==> src/rtl/ms_uart_rx_p.sv <==
// ms_uart_rx_p: oversampling UART receive core with runtime frame format,
// 3-sample majority voting, false-start rejection and per-frame status.
// Received words leave through a valid/ready handshake.
// Optional break detector: define MS_UART_RX_BREAK_EN to build it; when
// undefined brk is tied low and the low-period counter does not exist.
module ms_uart_rx_p #(
  parameter int MDW  = 9,   // maximum data width (5..9)
  parameter int SC_W = 16,  // prescaler width
  parameter int OVS  = 16   // ticks per bit, power of 2, 8..32
) (
  input  logic            clk_i,
  input  logic            rst_i,
  input  logic            en,
  input  logic [SC_W-1:0] prescale,
  input  logic [3:0]      data_bits,
  input  logic [1:0]      parity,
  input  logic            stop2,
  input  logic            RX,
  output logic [MDW-1:0]  rdata,
  output logic            rvalid,
  input  logic            rready,
  output logic            frame_err,
  output logic            parity_err,
  output logic            overrun,
  output logic            busy,
  output logic            brk
);

  localparam int SC_CW = $clog2(OVS);
  localparam logic [SC_CW-1:0] SC_S0   = SC_CW'(OVS/2 - 1);
  localparam logic [SC_CW-1:0] SC_S1   = SC_CW'(OVS/2);
  localparam logic [SC_CW-1:0] SC_DEC  = SC_CW'(OVS/2 + 1);
  localparam logic [SC_CW-1:0] SC_LAST = SC_CW'(OVS - 1);

  localparam logic [2:0] S_IDLE   = 3'd0;
  localparam logic [2:0] S_START  = 3'd1;
  localparam logic [2:0] S_DATA   = 3'd2;
  localparam logic [2:0] S_PARITY = 3'd3;
  localparam logic [2:0] S_STOP   = 3'd4;

  // Input synchroniser and edge history
  logic rx_meta_q, rx_s_q, rx_prev_q;
  logic rx_fall;

  // Prescaler
  logic [SC_W-1:0] pre_q, pre_d;
  logic            tick;

  // Frame engine state
  logic [2:0]       state_q, state_d;
  logic [SC_CW-1:0] sc_q, sc_d;
  logic [3:0]       bit_cnt_q, bit_cnt_d;
  logic             stop_idx_q, stop_idx_d;
  logic             s0_q, s0_d, s1_q, s1_d;
  logic [MDW-1:0]   shift_q, shift_d;
  logic             ferr_acc_q, ferr_acc_d;
  logic             perr_acc_q, perr_acc_d;
  logic [3:0]       cfg_bits_q, cfg_bits_d;
  logic [1:0]       cfg_par_q, cfg_par_d;
  logic             cfg_stop2_q, cfg_stop2_d;

  // Output registers
  logic [MDW-1:0] rdata_q, rdata_d;
  logic           rvalid_q, rvalid_d;
  logic           frame_err_q, frame_err_d;
  logic           parity_err_q, parity_err_d;
  logic           overrun_q, overrun_d;

  logic vote, decide, sc_last, par_en, par_exp;
  logic brk_block;
  logic [3:0] bits_clamped;

  assign rx_fall = rx_prev_q & ~rx_s_q;
  assign tick    = en && (pre_q == '0);
  assign decide  = tick && (sc_q == SC_DEC);
  assign sc_last = tick && (sc_q == SC_LAST);
  // Third sample is the live synchronised input at the decision tick.
  assign vote    = (s0_q & s1_q) | (s0_q & rx_s_q) | (s1_q & rx_s_q);
  assign par_en  = cfg_par_q[0] ^ cfg_par_q[1];
  // Even parity expects XOR of data, odd expects XNOR; upper bits are 0.
  assign par_exp = (^shift_q) ^ cfg_par_q[1];

  assign bits_clamped = (data_bits < 4'd5)     ? 4'd5 :
                        (data_bits > 4'(MDW))  ? 4'(MDW) : data_bits;

  // Two-flop synchroniser plus one history flop for falling-edge detection
  always_ff @(posedge clk_i or posedge rst_i) begin
    if (rst_i) begin
      rx_meta_q <= 1'b1;
      rx_s_q    <= 1'b1;
      rx_prev_q <= 1'b1;
    end else begin
      rx_meta_q <= RX;
      rx_s_q    <= rx_meta_q;
      rx_prev_q <= rx_s_q;
    end
  end

  // Prescaler next value: free-running down-counter, parked at 0 when disabled
  always_comb begin
    pre_d = pre_q;
    if (!en)              pre_d = '0;
    else if (pre_q == '0) pre_d = prescale;
    else                  pre_d = pre_q - 1'b1;
  end

  // Frame engine next state and completion / handshake decisions
  always_comb begin
    state_d      = state_q;
    sc_d         = sc_q;
    bit_cnt_d    = bit_cnt_q;
    stop_idx_d   = stop_idx_q;
    s0_d         = s0_q;
    s1_d         = s1_q;
    shift_d      = shift_q;
    ferr_acc_d   = ferr_acc_q;
    perr_acc_d   = perr_acc_q;
    cfg_bits_d   = cfg_bits_q;
    cfg_par_d    = cfg_par_q;
    cfg_stop2_d  = cfg_stop2_q;
    rdata_d      = rdata_q;
    rvalid_d     = rvalid_q;
    frame_err_d  = 1'b0;
    parity_err_d = 1'b0;
    overrun_d    = 1'b0;

    if (rvalid_q && rready) rvalid_d = 1'b0;

    if (state_q != S_IDLE && tick) begin
      sc_d = sc_last ? '0 : sc_q + 1'b1;
      if (sc_q == SC_S0) s0_d = rx_s_q;
      if (sc_q == SC_S1) s1_d = rx_s_q;
    end

    case (state_q)
      S_IDLE: begin
        if (en && rx_fall && !brk_block) begin
          state_d     = S_START;
          sc_d        = '0;
          bit_cnt_d   = '0;
          stop_idx_d  = 1'b0;
          shift_d     = '0;
          ferr_acc_d  = 1'b0;
          perr_acc_d  = 1'b0;
          cfg_bits_d  = bits_clamped;
          cfg_par_d   = parity;
          cfg_stop2_d = stop2;
        end
      end
      S_START: begin
        if (decide && vote) state_d = S_IDLE;
        else if (sc_last)   state_d = S_DATA;
      end
      S_DATA: begin
        if (decide) begin
          for (int i = 0; i < MDW; i++) begin
            if (bit_cnt_q == 4'(i)) shift_d[i] = vote;
          end
        end
        if (sc_last) begin
          if (bit_cnt_q == cfg_bits_q - 4'd1) begin
            bit_cnt_d = '0;
            state_d   = par_en ? S_PARITY : S_STOP;
          end else begin
            bit_cnt_d = bit_cnt_q + 4'd1;
          end
        end
      end
      S_PARITY: begin
        if (decide)  perr_acc_d = vote ^ par_exp;
        if (sc_last) state_d = S_STOP;
      end
      S_STOP: begin
        if (decide) begin
          if (!cfg_stop2_q || stop_idx_q) begin
            // Finish at the last stop bit's decision so the next start edge
            // can be caught even if the stop bit is short.
            state_d      = S_IDLE;
            frame_err_d  = ferr_acc_q | ~vote;
            parity_err_d = perr_acc_q;
            if (!rvalid_q || rready) begin
              rdata_d  = shift_q;
              rvalid_d = 1'b1;
            end else begin
              overrun_d = 1'b1;
            end
          end else begin
            ferr_acc_d = ferr_acc_q | ~vote;
          end
        end
        if (sc_last && !stop_idx_q) stop_idx_d = 1'b1;
      end
      default: state_d = S_IDLE;
    endcase

    if (!en) state_d = S_IDLE;
  end

  // State and output registers
  always_ff @(posedge clk_i or posedge rst_i) begin
    if (rst_i) begin
      pre_q        <= '0;
      state_q      <= S_IDLE;
      sc_q         <= '0;
      bit_cnt_q    <= '0;
      stop_idx_q   <= 1'b0;
      s0_q         <= 1'b1;
      s1_q         <= 1'b1;
      shift_q      <= '0;
      ferr_acc_q   <= 1'b0;
      perr_acc_q   <= 1'b0;
      cfg_bits_q   <= 4'd8;
      cfg_par_q    <= 2'b00;
      cfg_stop2_q  <= 1'b0;
      rdata_q      <= '0;
      rvalid_q     <= 1'b0;
      frame_err_q  <= 1'b0;
      parity_err_q <= 1'b0;
      overrun_q    <= 1'b0;
    end else begin
      pre_q        <= pre_d;
      state_q      <= state_d;
      sc_q         <= sc_d;
      bit_cnt_q    <= bit_cnt_d;
      stop_idx_q   <= stop_idx_d;
      s0_q         <= s0_d;
      s1_q         <= s1_d;
      shift_q      <= shift_d;
      ferr_acc_q   <= ferr_acc_d;
      perr_acc_q   <= perr_acc_d;
      cfg_bits_q   <= cfg_bits_d;
      cfg_par_q    <= cfg_par_d;
      cfg_stop2_q  <= cfg_stop2_d;
      rdata_q      <= rdata_d;
      rvalid_q     <= rvalid_d;
      frame_err_q  <= frame_err_d;
      parity_err_q <= parity_err_d;
      overrun_q    <= overrun_d;
    end
  end

`ifdef MS_UART_RX_BREAK_EN
  logic [15:0] low_cnt_q, low_cnt_d;
  logic [15:0] brk_thr;
  logic [4:0]  frame_bits;
  logic        brk_q, brk_d;

  // Break threshold is one full frame (start..stops) of the latched format.
  assign frame_bits = 5'd2 + {1'b0, cfg_bits_q} + {4'd0, par_en} + {4'd0, cfg_stop2_q};
  assign brk_thr    = 16'(frame_bits) * 16'(OVS);

  // Low-period tick counter and break flag; flag drops as rx_s returns high
  always_comb begin
    low_cnt_d = low_cnt_q;
    if (rx_s_q)                          low_cnt_d = '0;
    else if (tick && low_cnt_q != '1)    low_cnt_d = low_cnt_q + 16'd1;
    brk_d = brk_q;
    if (rx_meta_q)                 brk_d = 1'b0;
    else if (low_cnt_q >= brk_thr) brk_d = 1'b1;
  end

  // Break detector registers
  always_ff @(posedge clk_i or posedge rst_i) begin
    if (rst_i) begin
      low_cnt_q <= '0;
      brk_q     <= 1'b0;
    end else begin
      low_cnt_q <= low_cnt_d;
      brk_q     <= brk_d;
    end
  end

  assign brk       = brk_q;
  assign brk_block = brk_q;
`else
  assign brk       = 1'b0;
  assign brk_block = 1'b0;
`endif

  assign rdata      = rdata_q;
  assign rvalid     = rvalid_q;
  assign frame_err  = frame_err_q;
  assign parity_err = parity_err_q;
  assign overrun    = overrun_q;
  assign busy       = (state_q != S_IDLE);

endmodule

==> config.mk <==
export PLATFORM = sky130hd
export DESIGN_NAME = ms_uart_rx_p
export DESIGN_NICKNAME = d
export VERILOG_FILES = /design/src/rtl/ms_uart_rx_p.sv
export SDC_FILE = /design/constraint.sdc
export NUM_CORES = 1
export LEC_CHECK = 0
export ABC_AREA = 1
export CAP_MARGIN = 5
export CORE_ASPECT_RATIO = 1.1
export CORE_UTILIZATION = 40
export DETAILED_ROUTE_END_ITERATION = 8
export PLACE_DENSITY = 0.71
export SYNTH_ARGS = -nofsm -noshare
export SYNTH_HDL_FRONTEND = slang
export SYNTH_SLANG_ARGS = --single-unit
==> constraint.sdc <==
create_clock -name clk_i -period 2.4 [get_ports clk_i]
set_clock_uncertainty 0.15 [all_clocks]
set_input_delay 0.48 -clock clk_i [delete_from_list [all_inputs] [get_ports clk_i]]
set_output_delay 0.48 -clock clk_i [all_outputs]
set_load 0.005 [all_outputs]
# Word-level counts from Yosys, hierarchy flattened
# Index checks and enable logic that the tools add are counted.
# totals
wordCells	184
in_bits	28
register_bits	64
# classes
n_reduce_logical	39
addsub	4
n_bitwise	12
n_eq_ne	40
order_cmp	2
n_mux	58
# op_table
op	count
4-bit AND reduction	11
4-bit 2-to-1 mux	9
16-bit 2-to-1 mux	2
2-bit inequality test, second input constant	16
3-bit 2-to-1 mux	10
1-bit 2-to-1 mux	29
4-bit by 3-bit == test with 1-bit output, second input constant	5
9-bit 2-to-1 mux	2
3-bit inequality test, second input constant	6
9-bit one-hot mux with 2 select lines	1
4-bit == test, second input constant	4
16-bit logical NOT	1
16-bit by 1-bit subtractor with 16-bit output, second input constant	1
3-bit one-hot mux with 5 select lines	1
3-bit AND reduction	3
9-bit XOR reduction	1
4-bit by 1-bit adder with 4-bit output, second input constant	2
4-bit by 2-bit == test with 1-bit output, second input constant	2
1-bit logical AND	8
4-bit one-hot mux with 2 select lines	1
7-bit AND reduction	1
3-bit by 2-bit == test with 1-bit output, second input constant	2
1-bit one-hot mux with 2 select lines	3
2-bit AND reduction	3
18 further kinds	31

# Logic depth before layout (Yosys ltp)
# Gate-level depths: netlist (run 1).
# depth
word_depth	8
depth_mapped	14
mapped_depth_nobuf	14

# Worst setup path after synthesis (run 1)
# No wires, ideal clock.
# synth_timing
path_type	reg-to-reg
start	reg pre_q[0]
end	reg rdata_q[1], in the netlist rdata[1]
required_ns	2.132
setup_time_ns	0.118
path_slack_ns	0.565
path_buffers	0
stages_incl_launch_ff	10
t_arrival_ns	1.567
cell_sequence	dfrtp_1 inv_1 ha_1 nand2_2 nor2_8 nand4_4 nor3_4 nand2_4 nand2_2 o21ai_2
# synth_via
elab_chain_cells	4
# synth_lines
element	line	source
start, declared	46	logic [SC_W-1:0] pre_q, pre_d;
start signal, assigned	221	pre_q <= pre_d;
16-bit logical NOT	74	assign tick = en && (pre_q == '0);
1-bit logical AND	74	
1-bit logical AND	75	assign decide = tick && (sc_q == SC_DEC);
4-bit AND reduction (no line)	n/a	
end signal, assigned	234	rdata_q <= rdata_d;
end, declared	63	logic [MDW-1:0] rdata_q, rdata_d;
# Every way passes these cells.
# A chain may end at the register's enable or synchronous reset.

# Worst setup path after layout (run 1)
# layout_timing
start	reg state_q[0]
end	out busy
# layout_via
elab_chain_cells	1
# layout_lines
element	line	source
start, declared	50	logic [2:0] state_q, state_d;
start signal, assigned	222	state_q <= state_d;
3-bit nonzero test	285	assign busy = (state_q != S_IDLE);
end, declared	25	output logic busy,
# Every way passes these cells.

==> out/metrics.csv, run 1 <==
stage;metric;value;unit
die;dieHeight;102;um
layout;most-common-layout-cells;nand2_1 (92), dfrtp_1 (58), inv_1 (49);
drt;ant_nets;0;
power_and_ir_drop;seqPwrFrac;36.4;%
yosys;yosysTopAreaCell;dfrtp_1;
drt;vias;3077;
worst_setup_path;path_max_fanout;4;
die;design.die.area;0.00953;sq mm
clocking;cts.path.max_buffers;2;
layout;num-fill-cells;860;
yosys;synth.distinct_cells;43;
drt;wl_per_cell;12.1;um
min_path;min-delay-path-class;flip-flop to flip-flop;
global_routing;grtUsageTotal;17.8;%
timing;fin_hold_ws;0.209;ns
yosys;yosysWarnings;0;
power_and_ir_drop;p_leak;2.13;nW
status;status;completed;
yosys;synth_top_area_share;39.7;%
layout;final_common_cell;nand2_1;
clocking;cts_sinks;64;
placement;place_congestion;0.834;
power_and_ir_drop;power_frac_comb;45.5;%
worst_setup_path;critPathLaunchType;flip-flop;
job;max_cap_violations;0;
yosys;ys.flop_type;dfrtp_1;
die;rows;36;
worst_setup_path;critPathKind;flip-flop to output pin;
power_and_ir_drop;switching_share;44.2;%
drt;drt_pre_antenna_iters;4;
timing;rsz0062_at_grt;false;
placement;place_area;0.00425;sq mm
power_and_ir_drop;intPower;2.54;mW
layout;nets;539;
drt;drcViolationCount;0;
placement;pre_cts_ws;0.0845;ns
drt;wirelength;7490;um
die;start_util;41.2;%
timing;fin_setup_tns;0;ns
clocking;post_cts_resized;0;
clocking;cts_root_buf;clkbuf_8;
global_routing;grt.overflow.total;0;
layout;num_antenna_cells;0;
timing;timing.final.crit_share;93.9;%
worst_setup_path;critPathCaptureType;output pin;
yosys;synth-edff-count;0;
global_routing;antenna_found_initial;0;
placement;io_buffers;41;
timing;setup_ws;0.147;ns
power_and_ir_drop;p_total;4.55;mW
timing;slew_viol_final;0;
clocking;htree_levels;3;
power_and_ir_drop;p_sw;2.01;mW
worst_setup_path;arrival;1.62;ns
clocking;clk_latency;0.35;ns
global_routing;grt_max_degree;65;
die;io_pins;43;
yosys;ys_async_sr_fraction;100;%
worst_setup_path;cp_data_required_time;1.77;ns
power_and_ir_drop;p_clk_share;18.1;%
placement;place_hpwl;5630;um
yosys;syn_inst;448;
drt;via_per_inst;4.96;
yosys;syn_nets;486;
die;coreArea;0.00887;sq mm
power_and_ir_drop;ir_drop;413;uV
global_routing;grt_pass1_vias;3074;
clocking;cts_hold_buf;0;
yosys;synthTopCellsByArea;dfrtp_1 (40%), nand2_1 (9.4%), o21ai_0 (5.6%);
yosys;ys_seq_area_share;44.0;%
yosys;avgSynthCellArea;8.17;sq um
clocking;clkSlewWorstSetupHoldPaths;0.07;ns
yosys;netlist_area;0.00366;sq mm
yosys;ys_ff_latch;64;
layout;area_delta_synth_final;20.9;%
power_and_ir_drop;pwr_density_cell;1030;mW/mm^2
clocking;numCtsBuffers;9;
timing;final-setup-viol-count;0;
clocking;cts_setup_buffers;0;
timing;max_freq;0.444;GHz
layout;drive_gt1_share;14.2;%
die;die_x;93.2;um
timing;finalHoldViolCount;0;
timing;min_period;2.25;ns
clocking;cts_tree;done;
global_routing;grt_pass1_wl;13400;um
drt;drt-initial-drc-count;162;
layout;fin_area;0.00442;sq mm
## Yosys cell counts, types with 3 or more instances
library cell,number
nor3_1,3
nand2_1,92
a31oi_1,6
o31ai_1,3
o21ai_1,6
nand2_4,4
buf_4,3
nand4_1,7
nand2_2,8
nor2_4,5
nor2_2,4
dfstp_2,6
ha_1,10
a21oi_1,21
nor2_8,3
xor2_1,10
o21ai_0,41
dfrtp_1,58
xnor2_1,5
nand3b_1,3
nor2_1,31
nand3_1,32
clkbuf_1,3
inv_2,9
inv_1,50
## state kept, by name (all words and copies together) (netlist names), 2 cells and up
register / flops
bit_cnt_q: 4
cfg_bits_q: 4
cfg_par_q: 2
pre_q: 16
rdata: 9
sc_q: 4
shift_q: 9
state_q: 3
## final cells by class
cell class / instances / area, sq um / area share (%)
Sequential cell: 64 / 1610 / 36.4
Multi-Input combinational cell: 315 / 1780 / 40.2
Inverter: 61 / 230 / 5.21
Timing Repair Buffer: 50 / 490 / 11.1
Clock buffer: 9 / 124 / 2.80
Tap cell: 114 / 143 / 3.23
Clock inverter: 7 / 48.8 / 1.10
## critical path: stages, from the launching register on
cell,delay (ns)
dfrtp_1,0.46
inv_2,0.07
nand2_2,0.08
nor2_2,0.05
inv_2,0.11
clkdlybuf4s50_1,0.51
## routing by layer
metal  routed length [um]  track usage (%)  vias to the layer above
li1                     -                -                     1570
met1                 3460             21.9                     1429
met2                 3590             30.5                       63
met3                  287             3.20                       15
met4                  148             7.93                        0
met5                    0                0                        -
## worst paths after layout
kind | from | slack [ns] | endpoint | cells past startpoint
worst max register to register | cfg_bits_q[0]$_DFFE_PP0P_ | 0.36 | state_q[0]$_DFFE_PP0P_ | 11
max in group asynchronous | rst_i | 1.41 | rx_prev_q$_DFF_PP1_ | 3
min in group asynchronous | rst_i | 0.37 | pre_q[3]$_DFF_PP0_ | 3
worst max-delay path | state_q[0]$_DFFE_PP0P_ | 0.15 | busy | 5
worst min-delay path | rx_meta_q$_DFF_PP1_ | 0.21 | rx_s_q$_DFF_PP1_ | 0
worst min register to register | rx_meta_q$_DFF_PP1_ | 0.21 | rx_s_q$_DFF_PP1_ | 0
## through the flow
step	utilization (%)	cells
2_1_floorplan	-	448
3_3_place_gp	47.9	604
3_5_place_dp	47.9	604
4_1_cts	49.8	620
5_1_grt	49.8	620
6_report	49.8	620
## cell families after synthesis
family | count (synthesis) | synth area share, %
buffers and inverters | 69 | 7.45
adder cells (fa/ha/maj) | 10 | 3.42
AND/OR/NAND/NOR | 201 | 27.9
other | 1 | 0.103
AO/OA/AOI/OAI | 88 | 13.5
flip-flops | 64 | 44.0
XOR/XNOR | 15 | 3.59
## power by group through the flow
stage               sequential (mW)  clock [mW]  combinational [mW]
global route                   1.70       0.896                2.37
floorplan                      1.61           0                1.67
detailed placement             1.67           0                2.08
finish                         1.65       0.825                2.07
CTS                            1.65       0.848                2.09
global placement               1.66           0                2.01
Power figures use the tool's default switching activity.
==> run 2, diff against run 1 <==
SETUP_SLACK_MARGIN = 0.5   (was not set)
==> run 2 against run 1 <==
Compared with the run above:
- sequential power about the same
- hold slack worse by 0.0020 ns
- non-clock buffer count up 23
==> out/metrics.csv, run 2 (synthesis gave the netlist of run 1 again) <==
stage;metric;value;unit
drt;ant_nets;0;
drt;drt-initial-drc-count;148;
clocking;numCtsBuffers;9;
layout;num_antenna_cells;0;
layout;drive_gt1_share;22.5;%
die;io_pins;43;
worst_setup_path;crit_top_cell;nand2_1;
timing;max_freq;0.529;GHz
layout;final_common_cell;nand2_1;
status;status;completed;
global_routing;antenna_found_initial;0;
power_and_ir_drop;pwr_density_cell;1070;mW/mm^2
die;coreArea;0.00887;sq mm
layout;layout.cells.non_filler;643;
drt;wl_per_cell;13.0;um
timing;min_period;1.89;ns
timing;finalHoldViolCount;0;
placement;place_congestion;0.856;
die;dieHeight;102;um
placement;place_hpwl;5590;um
drt;via_per_inst;5.05;
clocking;cts_tree;done;
worst_setup_path;critPathSlowestCell;dfrtp_1;
drt;drt_pre_antenna_iters;4;
timing;slew_viol_final;0;
worst_setup_path;critPathKind;flip-flop to flip-flop;
clocking;htree_levels;3;
timing;timing.final.crit_share;78.7;%
layout;fin_util;54.3;%
die;start_util;41.2;%
global_routing;grt_pass1_vias;3181;
global_routing;grt_pass1_wl;14100;um
worst_setup_path;path_max_fanout;4;
worst_setup_path;cp_cell_sequence;nor2_1 -> nand2_4 -> nor2_8 -> nand2_4 -> nor2_8 -> nand3_1 -> nand2_1 -> nand2_1 -> nand2_2 -> nand2_2 -> nand2_1 -> nand2_1;
drt;drcViolationCount;0;
worst_setup_path;rrSetupSlack;0.51;ns
clocking;clkSlewWorstSetupHoldPaths;0.07;ns
die;die_x;93.2;um
layout;most-common-layout-cells;nand2_1 (90), dfrtp_1 (54), inv_1 (46);
worst_setup_path;arrival;1.98;ns
placement;io_buffers;41;
placement;place_inst;605;
worst_setup_path;critPathCaptureType;flip-flop;
die;rows;36;
worst_setup_path;critPathLaunchType;flip-flop;
timing;final-setup-viol-count;0;
global_routing;grt_max_degree;27;
drt;wirelength;8370;um
timing;slew_headroom;65.9;%
die;design.die.area;0.00953;sq mm
clocking;cts_sinks;64;
clocking;cts_root_buf;clkbuf_8;
layout;regMostFlops;pre_q;
drt;vias;3246;
timing;tightestPinTransition;0.510;ns
min_path;min-delay-path-class;flip-flop to flip-flop;
layout;largest_reg_flops;16;
timing;fin_setup_tns;0;ns
global_routing;grt.overflow.total;0;
global_routing;grtUsageTotal;18.8;%
clocking;clk_latency;0.35;ns
layout;area_delta_synth_final;31.7;%
worst_setup_path;cp_slowest_stage_delay;0.42;ns
power_and_ir_drop;p_leak;2.33;nW
clocking;cts.path.max_buffers;2;
clocking;cts_hold_buf;0;
job;max_cap_violations;0;
timing;rsz0062_at_grt;true;
power_and_ir_drop;ir_drop;374;uV
layout;nets;562;
worst_setup_path;path_buf_inv;0;
worst_setup_path;cp_top_family;simple AND/OR/NAND/NOR gates;
worst_setup_path;cp_data_required_time;2.49;ns
-- run 2: worst reg2reg max path, delay by kind of cell (launching register included) --
kind | cells | cell delay, ns
flip-flops | 1 | 0.42
AND/OR/NAND/NOR | 12 | 1.22
-- run 2: layout make-up --
type / instances / area [sq um]
clock inverter: 7 / 96.3
multi-input combinational: 315 / 1890
tap: 114 / 143
clock buffer: 9 / 124
inverter: 61 / 234
sequential: 64 / 1610
fill: 805 / 4060
timing repair buffer: 73 / 718
-- run 2: worst paths after layout --
path / start / cells past startpoint / to
min in group asynchronous: rst_i / 2 / shift_q[5]$_DFFE_PP0P_
worst max register to register: pre_q[8]$_DFF_PP0_ / 12 / state_q[1]$_DFFE_PP0P_
worst max-delay path: pre_q[8]$_DFF_PP0_ / 12 / state_q[1]$_DFFE_PP0P_
worst min register to register: rx_meta_q$_DFF_PP1_ / 0 / rx_s_q$_DFF_PP1_
worst min-delay path: rx_meta_q$_DFF_PP1_ / 0 / rx_s_q$_DFF_PP1_
max in group asynchronous: rst_i / 3 / cfg_bits_q[3]$_DFFE_PP1P_
-- run 2: routing by layer --
layer,share of wire [%],global-route usage (%)
met1,44,22.9
met2,49,31.7
met3,4.1,3.20
met4,3.0,10.5
met5,0,0
-- run 2: metrics by stage --
step	power, mW	instance area [sq um]	setup slack [ns]	hold WS (ns)
after CTS	4.95	4690	0.456	0.208
final	5.16	4820	0.511	0.206
after floorplan	3.27	3660	0.565	0.195
after detailed placement	3.74	4270	0.101	0.197
after global routing	5.56	4820	0.396	0.213
after global placement	3.67	4270	0.149	0.195
-- run 2: power breakdown --
part	leakage (nW)	internal, mW	switching [mW]	total [mW]
Clock	0.101	0.584	0.448	1.03
Sequential	0.839	1.38	0.292	1.67
Combinational	1.39	0.994	1.47	2.47
-- run 2: repair_timing --
item / CTS / global route
pin swaps: 4 / 16
cloned: 1 / 0
gates resized for setup: 15 / 27
buffers inserted: 16 / 5
hold endpoints to repair: 0 / 0
setup endpoints to repair: 25 / 41
==> edit (config.mk and constraints of run 2) <==
Change the parameter `SC_W` from 16 to 12.
--- a/src/rtl/ms_uart_rx_p.sv
+++ b/src/rtl/ms_uart_rx_p.sv
@@ -5,7 +5,7 @@
 // undefined brk is tied low and the low-period counter does not exist.
 module ms_uart_rx_p #(
   parameter int MDW  = 9,   // maximum data width (5..9)
-  parameter int SC_W = 16,  // prescaler width
+  parameter int SC_W = 12,  // prescaler width
   parameter int OVS  = 16   // ticks per bit, power of 2, 8..32
 ) (
   input  logic            clk_i,
Ports: changed (resized prescale); port bits go from 43 to 39. No check against the original RTL was run, so the function may have changed too.
==> edit against run 2 <==
  * Setup slack got worse by 160 ps
  * Total power shrank 19%
  * Die area fell by 5.3%
  * Area after synthesis fell by 5.4%
  * Final area fell by 4.5%
  * Utilization grew 0.70 points
  * Sequential share of layout area down 0.70 points
  * Routed wire length is 10% lower
  * Count of clock-buffer cells in the layout rose by 1
  * Sequential cell count fell by 4
  * Fmax down 7.9%
  * Sequential power fell by 16%
  * Critical endpoint is now shift_q[7]
==> edit: results (changes against run 2) <==
status: "finished, final reports clean"
hold_viol_final: 0  # unchanged
powerSeq_uw: 1400  # -16%
vias_per_cell: 4.76  # -5.7%
n_all_inverters: 70  # +15%
sw_frac_of_total: 0.381  # -0.0470
hp-class: "flip-flop to flip-flop"
drt-total-wl_um: 7490  # -10%
finalNetCount: 546  # -2.8%
multiInputCombCellCount: 306  # -2.9%
ff_latch_area_um2: 1510  # -6.5%
critPathMaxFanout: 5  # +1
cp_slowest_stage_delay_ps: 390  # -30 ps
cts_buffers: 9  # unchanged
syn_nets: 478  # -1.6%
p_seq_frac: 0.334  # +0.011
antenna_found_initial: 0  # unchanged
clk_pin_slew_ps: 70  # about the same
clockBufferDepth: 2  # unchanged
grt.total_usage: 0.179  # -0.00916
antenna_cells: 0  # unchanged
ys_warn_count: 0  # unchanged
nClkBuffers: 10  # +1
clk_share: 0.0541  # +0.00842
numPortBuffers: 37  # -9.8%
bufAreaShareNonClock: 0.140  # -0.00872
ys_types: 38  # -12%
cp_slowest_cell: "dfrtp_1"
hpwl_um: 5240  # -6.4%
p_leak_uw: 0.00215  # -7.3%
grt_pass1_vias: 2871  # -9.7%
fillers: 773  # -4.0%
drive_above_1_share: 0.209  # -0.0161
drt_iter0_drc: 144  # -2.7%
multi_input_area_share: 0.388  # -0.00375
htreeDepth: 3  # unchanged
largest_reg_flops: 12  # -4
grt_max_degree: 34  # +26%
netlist_top_cells_count: "nand2_1, inv_1, dfrtp_1, nor2_1, o21ai_0"
grt_pass1_wl_um: 12900  # -8.7%
netlist_top_cells_area: "dfrtp_1, nand2_1, inv_1, dfstp_2, o21ai_0"
vdd_drop_max_v: 0.000426  # +14%
nonClockBufferCount: 65  # -11%
cts.sinks: 60  # -6.3%
yosysSeqAreaShare: 0.436  # -0.00364
dr.pass1.iters: 6  # +2
critPathTopFamily: "simple AND/OR/NAND/NOR gates"
p_clk_uw: 1130  # +9.7%
gp_congestion: 0.874  # +2.1%
cp.arrival_ps: 2130  # +150 ps
## edit: changes by cell type after synthesis, sizes merged, moves of 3 or more
cell / delta
inv: +11
xnor2: +5
nand2: +15
o21ai: -4
a21oi: -6
nand3: -10
nor3: +6
dfrtp: -4
nand3b: -3
## edit: final timing paths
check	from	endpoint	slack (ps)	depth (start not counted)
worst max-delay path	pre_q[0]	shift_q[7]	350	15
worst min-delay path	rx_meta_q	rx_s_q	210	0
worst max register to register	pre_q[0]	shift_q[7]	350	15
worst min register to register	rx_meta_q	rx_s_q	210	0
max in group asynchronous	rst_i	rx_meta_q	1330	3
min in group asynchronous	rst_i	pre_q[4]	260	2
## edit: per-layer routing
metal,GRT usage,wire (um),vias up
met2,0.300,3590,62
met4,0.0596,107,0
met1,0.223,3510,1371
met3,0.0474,283,7
met5,0,0,-
li1,-,-,1549
## edit: logic make-up (layout without fill, tap and decap cells)
| kind of cell | Yosys count | count (layout) | share of synthesized area |
|---|---|---|---|
| AOI/OAI and AO/OA | 72 | 72 | 0.122 |
| DFF | 60 | 60 | 0.436 |
| other | 1 | 1 | 0.00108 |
| buffers and inverters | 78 | 151 | 0.0908 |
| and+or+nand+nor | 205 | 205 | 0.268 |
| xor gates and xnor gates | 18 | 18 | 0.0456 |
| adders and majority gates | 10 | 10 | 0.0362 |
## edit: repair_timing
item                       4_1_cts  5_1_grt
hold endpoints to repair         0        0
cloned                           2        0
gates resized for setup         29       25
setup endpoints to repair       32       43
buffers inserted                12        4
pin swaps                        6        5
hold buffers                     0        0
## edit: through the flow
step                hold WS, ps  worst slack (ps)  std cells  cell area, um^2
global placement            196               200        594             4030
CTS                         208               327        624             4510
finish                      207               349        628             4600
detailed placement          198               114        594             4030
global route                211               182        628             4600
floorplan                   195               486        444             3480
